[src/rtl/alu_ctrl_pkg.sv]
// rtl/alu_ctrl_pkg.sv - shared state encoding, header field layout and EXEC_CYCLES limits
package alu_ctrl_pkg;

   typedef enum logic [1:0] {
      S_IDLE = 2'd0,
      S_IMM  = 2'd1,
      S_EXEC = 2'd2,
      S_RESP = 2'd3
   } ctrl_state_e;

   localparam int OP_MSB    = 15;
   localparam int OP_LSB    = 13;
   localparam int SRCB_BIT  = 12;
   localparam int NB_MSB    = 11;
   localparam int NB_LSB    = 10;
   localparam int SHIFT_BIT = 9;
   localparam int IMM_MSB   = 11;

   localparam logic [15:0] RSVD_MASK = 16'h01FF;

   localparam int EXEC_MIN = 1;
   localparam int EXEC_MAX = 15;

   // Out-of-range builds are clamped so the 4-bit counter can never wrap.
   function automatic logic [3:0] exec_load(input int n);
      int c;
      c = (n < EXEC_MIN) ? EXEC_MIN : ((n > EXEC_MAX) ? EXEC_MAX : n);
      return 4'(c - 1);
   endfunction

endpackage

[src/rtl/alu_instr_decode.sv]
// rtl/alu_instr_decode.sv - combinational header field split and reserved-bit check
module alu_instr_decode
   import alu_ctrl_pkg::*;
(
   input  logic [15:0] instr_in,
   output logic [2:0]  alu_op,
   output logic        src_b,
   output logic [1:0]  num_bits,
   output logic        imm_shift,
   output logic        rsvd_ok
);

   assign alu_op    = instr_in[OP_MSB:OP_LSB];
   assign src_b     = instr_in[SRCB_BIT];
   assign num_bits  = instr_in[NB_MSB:NB_LSB];
   assign imm_shift = instr_in[SHIFT_BIT];
   assign rsvd_ok   = ((instr_in & RSVD_MASK) == 16'h0000);

endmodule

[src/rtl/alu_controller.sv]
// rtl/alu_controller.sv - header/immediate sequencer driving ALU controls and capturing ALUOut
module alu_controller
   import alu_ctrl_pkg::*;
#(
   parameter int EXEC_CYCLES = 2
) (
   input  logic        CLK,
   input  logic        RST_N,
   input  logic [15:0] instr_in,
   input  logic        instr_valid,
   output logic        instr_ready,
   input  logic [15:0] ALUOut,
   output logic [2:0]  ALUOp,
   output logic        ALUSrcB,
   output logic [11:0] din,
   output logic [1:0]  numBits,
   output logic        immShift,
   output logic [15:0] result,
   output logic        result_valid,
   input  logic        result_ready,
   output logic        busy,
   output logic        err
);

   localparam logic [3:0] EXEC_LOAD = exec_load(EXEC_CYCLES);

   ctrl_state_e state_q;
   logic [3:0]  cnt_q;
   logic        load_q;
   logic [2:0]  op_q;
   logic        srcb_q;
   logic [11:0] din_q;
   logic [1:0]  nb_q;
   logic        sh_q;
   logic [15:0] res_q;
   logic        rv_q;
   logic        rdy_q;
   logic        busy_q;
   logic        err_q;

   logic [2:0]  dec_op;
   logic        dec_srcb;
   logic [1:0]  dec_nb;
   logic        dec_sh;
   logic        dec_rsvd_ok;
   logic        beat;

   alu_instr_decode u_decode (
      .instr_in  (instr_in),
      .alu_op    (dec_op),
      .src_b     (dec_srcb),
      .num_bits  (dec_nb),
      .imm_shift (dec_sh),
      .rsvd_ok   (dec_rsvd_ok)
   );

   assign beat = instr_valid & rdy_q;

   // load_q marks the first EXEC cycle, where the counter is loaded; this
   // gives EXEC_CYCLES+1 edges from the last accepted beat to result_valid.
   always_ff @(posedge CLK or negedge RST_N) begin
      if (!RST_N) begin
         state_q <= S_IDLE;
         cnt_q   <= 4'd0;
         load_q  <= 1'b0;
         op_q    <= 3'd0;
         srcb_q  <= 1'b0;
         din_q   <= 12'd0;
         nb_q    <= 2'd0;
         sh_q    <= 1'b0;
         res_q   <= 16'd0;
         rv_q    <= 1'b0;
         rdy_q   <= 1'b0;
         busy_q  <= 1'b0;
         err_q   <= 1'b0;
      end else begin
         err_q <= 1'b0;
         case (state_q)
            S_IDLE: begin
               rdy_q  <= 1'b1;
               busy_q <= 1'b0;
               if (beat) begin
                  if (!dec_rsvd_ok) begin
                     err_q <= 1'b1;
                  end else begin
                     op_q   <= dec_op;
                     srcb_q <= dec_srcb;
                     nb_q   <= dec_nb;
                     sh_q   <= dec_sh;
                     busy_q <= 1'b1;
                     if (dec_srcb) begin
                        state_q <= S_IMM;
                     end else begin
                        din_q   <= 12'd0;
                        load_q  <= 1'b1;
                        rdy_q   <= 1'b0;
                        state_q <= S_EXEC;
                     end
                  end
               end
            end
            S_IMM: begin
               if (beat) begin
                  din_q   <= instr_in[IMM_MSB:0];
                  load_q  <= 1'b1;
                  rdy_q   <= 1'b0;
                  state_q <= S_EXEC;
               end
            end
            S_EXEC: begin
               if (load_q) begin
                  cnt_q  <= EXEC_LOAD;
                  load_q <= 1'b0;
               end else if (cnt_q == 4'd0) begin
                  res_q   <= ALUOut;
                  rv_q    <= 1'b1;
                  state_q <= S_RESP;
               end else begin
                  cnt_q <= cnt_q - 4'd1;
               end
            end
            S_RESP: begin
               if (result_ready) begin
                  rv_q    <= 1'b0;
                  busy_q  <= 1'b0;
                  rdy_q   <= 1'b1;
                  state_q <= S_IDLE;
               end
            end
            default: begin
               state_q <= S_IDLE;
               rdy_q   <= 1'b1;
               busy_q  <= 1'b0;
            end
         endcase
      end
   end

   assign instr_ready  = rdy_q;
   assign ALUOp        = op_q;
   assign ALUSrcB      = srcb_q;
   assign din          = din_q;
   assign numBits      = nb_q;
   assign immShift     = sh_q;
   assign result       = res_q;
   assign result_valid = rv_q;
   assign busy         = busy_q;
   assign err          = err_q;

endmodule

[config.mk]
export PLATFORM = sky130hd
export DESIGN_NAME = alu_controller
export DESIGN_NICKNAME = d
export VERILOG_FILES = /design/src/rtl/alu_ctrl_pkg.sv /design/src/rtl/alu_instr_decode.sv /design/src/rtl/alu_controller.sv
export SDC_FILE = /design/constraint.sdc
export NUM_CORES = 1
export LEC_CHECK = 0
export CAP_MARGIN = 0
export CORE_UTILIZATION = 44
export DETAILED_ROUTE_END_ITERATION = 6
export PLACE_DENSITY = 0.8
export SLEW_MARGIN = 20
export SYNTH_ARGS = -nofsm -noshare
export SYNTH_HDL_FRONTEND = slang
export SYNTH_SLANG_ARGS = --single-unit
export TNS_END_PERCENT = 30
[constraint.sdc]
create_clock -name CLK -period 2.6 [get_ports CLK]
set_input_delay 0.52 -clock CLK [delete_from_list [all_inputs] [get_ports CLK]]
set_output_delay 0.52 -clock CLK [all_outputs]
set_load 0.01 [all_outputs]
==> results by group <==
Global routing
  – Largest net degree at the start of global routing: 20
  – Vias in the first global route: 1584
  – Tot GR Track Use: 0.190
  – Gr ovfl total: 0
  – Initial antenna violation count: 0
  – First-pass GRT wire length: 7.23 mm

Synthesis
  – Netlist cell types: 37
  – Largest family of logic cells by synthesized area: multiplexers
  – Compound-gate portion of the synthesized area: 0.127
  – Synth Instances: 152
  – Synth Flop Type: dfrtp_1
  – Adder-Cell Fraction of Synth Area: 0.0376
  – Ys async rst share: 1.00
  – Syn Area/Cell: 13.1 um^2
  – Synthesized netlist net count: 194
  – Simple-gate area share of the yosys netlist: 0.0777
  – Mux cell area share after synthesis: 0.155
  – Synthesized cell area: 2000 um^2
  – Synth Register Bits: 46
  – Post-synth EDFFs: 0
  – Xor/xnor share of the synthesized area: 0
  – Ys Warns: 0
  – Post-synthesis sequential area ratio: 0.577

Timing
  – RSZ-0062 raised after global routing: false
  – Endpoints failing setup: 0
  – Final TNS setup: 0 ns
  – Max-slew violation count: 0
  – Min cycle time layout: 2.13 ns
  – Slew @ Worst Pin: 0.426 ns
  – F_max: 470 MHz
  – Hold Vio Cnt, Final: 0
  – Tcrit/Tclk final: 0.818
  – Final Skew: 0.00310 ns
  – Slew headroom: 0.716
  – Worst hold slack: 0.144 ns

Critical path
  – Reg2Reg Launch Point: state_q[0]$_DFFE_PN0P_
  – R2r endpoint: ALUOp[1]$_DFFE_PN0P_
  – R2R setup slack: 0.57 ns
  – Peak fanout along the critical path: 6
  – Crit path launch type: input pin
  – WP data required: 2.78 ns
  – Crit path DAT: 2.31 ns
  – Crit path capture type: flip-flop
  – Critical path type: in2reg
  – R2R depth: 6

Floorplan
  – DIE AREA: 4810 um^2
  – Boundary pin count: 75
  – Initial core utilization: 0.458
  – Core Area: 4350 um^2
  – Die height: 69.3 um
  – Die width: 69.3 um
  – Cell Rows: 24

CTS
  – Root Driver: clkbuf_8
  – Post-CTS Resized: 0
  – Max Buffers Root-to-Sink: 2
  – CTS tree: done
  – Setup Buffers After CTS: 0
  – Num Clock Sinks: 46
  – Worst skew pair latency: 0.29 ns
  – Reg clk slew, reported paths: 0.08 ns
  – Hold buffer count at CTS: 0
  – H-tree depth: 2
  – Clock buffers created by TritonCTS: 5

Drt
  – Via Count: 1535
  – Routed Antenna Nets: 0
  – Drt pass-1 iters: 4
  – Via/cell ratio: 5.37
  – DRC: 0
  – Final wirelength: 4.21 mm
  – Iter 0 DRT Violations: 67
  – Avg WL per Cell: 14.7 um

Hold path
  – HP Class: in2async

Outcome
  – Status: completed

Finish
  – Count of nets after finishing: 275
  – Antenna diodes: 0
  – Area delta synth->final: 46.5%
  – Commonest non-fill, non-tap cell in the layout: clkdlybuf4s50_1
  – Share of cells above drive strength 1: 0.179
  – Highest-count cells in the layout ignoring fill and taps: 73 x clkdlybuf4s50_1, 46 x dfrtp_1, 23 x mux2_2, 13 x a22o_1, 8 x inv_1

Pwr
  – Pint: 2.08 mW
  – Peak VDD IR: 0.536 mV
  – Part of the power in registers: 0.381
  – Leak: 1.28 nW
  – Psw: 0.975 mW
  – Clock power share: 0.170
  – PwrDens: 1050 nW/um^2
  – Comb pwr share: 0.449
  – Switch share: 0.319

Placed design
  – Final RePlAce weighted congestion: 0.830
  – I/O Buffers: 74
  – Final HPWL DP: 3.17 mm

Flow run
  – Max-cap viol count: 0
## through the flow
step / cells / setup WS, ns / power [mW] / util / cell area [um^2]
floorplan: 152 / 0.716 / 1.88 / - / 2000
global placement: 278 / 0.194 / 2.52 / 0.646 / 2810
detailed placement: 278 / 0.162 / 2.55 / 0.646 / 2810
CTS: 286 / 0.479 / 3.09 / 0.671 / 2920
global route: 286 / 0.417 / 3.27 / 0.671 / 2920
finish: 286 / 0.474 / 3.06 / 0.671 / 2920
## worst max-delay path: stages
cell             delay (ns)
clkdlybuf4s50_1        0.44
nor4_2                 0.35
nand3_2                0.19
a2111o_1               0.49
mux2_1                 0.32
## metal layers
| metal | track usage | share of wire |
|---|---|---|
| met5 | 0 | 0 |
| met4 | 0.0748 | 0.021 |
| met3 | 0.0465 | 0.039 |
| met2 | 0.305 | 0.50 |
| met1 | 0.249 | 0.44 |
## registers in the layout, summed over array words and instances, names as in the netlist
name	count
instr_ready	1
numBits	2
result_valid	1
din	12
immShift	1
cnt_q	4
err	1
ALUSrcB	1
busy	1
state_q	2
ALUOp	3
load_q	1
result	16
## Yosys cell counts (all sizes together), types with 2 or more instances
cell type	number	area share
mux2i	4	0.020
nand3	4	0.013
mux2	24	0.14
dfrtp	46	0.58
o21ai	4	0.010
nand2	3	0.0056
inv	8	0.015
a22o	13	0.057
ha	6	0.038
a21oi	4	0.010
nor3	5	0.013
nand4	2	0.0063
o22ai	3	0.0094
nor2	2	0.0038
clkbuf	4	0.0075
## power groups by stage
stage | Sequential [mW] | Combinational [mW] | Clock [mW]
6_report | 1.16 | 1.37 | 0.519
5_1_grt | 1.21 | 1.49 | 0.567
4_1_cts | 1.17 | 1.39 | 0.534
3_5_place_dp | 1.18 | 1.37 | 0
3_3_place_gp | 1.17 | 1.35 | 0
2_1_floorplan | 1.27 | 0.616 | 0
## final cells by class
class,count,area [um^2]
Multi-Input combinational cell,93,795
Clock buffer,5,68.8
Tap cell,52,65.1
Inverter,8,30.0
Clock inverter,3,40.0
Fill cell,339,1430
Timing Repair Buffer,79,773
Sequential cell,46,1150
## logic make-up (layout without fill, tap and decap cells)
group / after synthesis / after routing
and+or+nand+nor: 25 / 25
buffers and inverters: 13 / 95
DFF: 46 / 46
AOI/OAI and AO/OA: 34 / 34
adders and majority gates: 6 / 6
muxes: 28 / 28
## worst max-delay path by stage
stage	startpoint	end	slack [ns]	cells past startpoint
detailed placement	instr_in[6]	state_q[0]$_DFFE_PN0P_	0.16	5
CTS	instr_in[6]	state_q[0]$_DFFE_PN0P_	0.48	5
finish	instr_in[6]	state_q[0]$_DFFE_PN0P_	0.47	5
global placement	instr_in[6]	state_q[0]$_DFFE_PN0P_	0.19	5
global route	state_q[0]$_DFFE_PN0P_	ALUOp[0]$_DFFE_PN0P_	0.42	6
floorplan	instr_in[6]	state_q[0]$_DFFE_PN0P_	0.72	4
No activity file was read; power rests on OpenSTA's default activity.
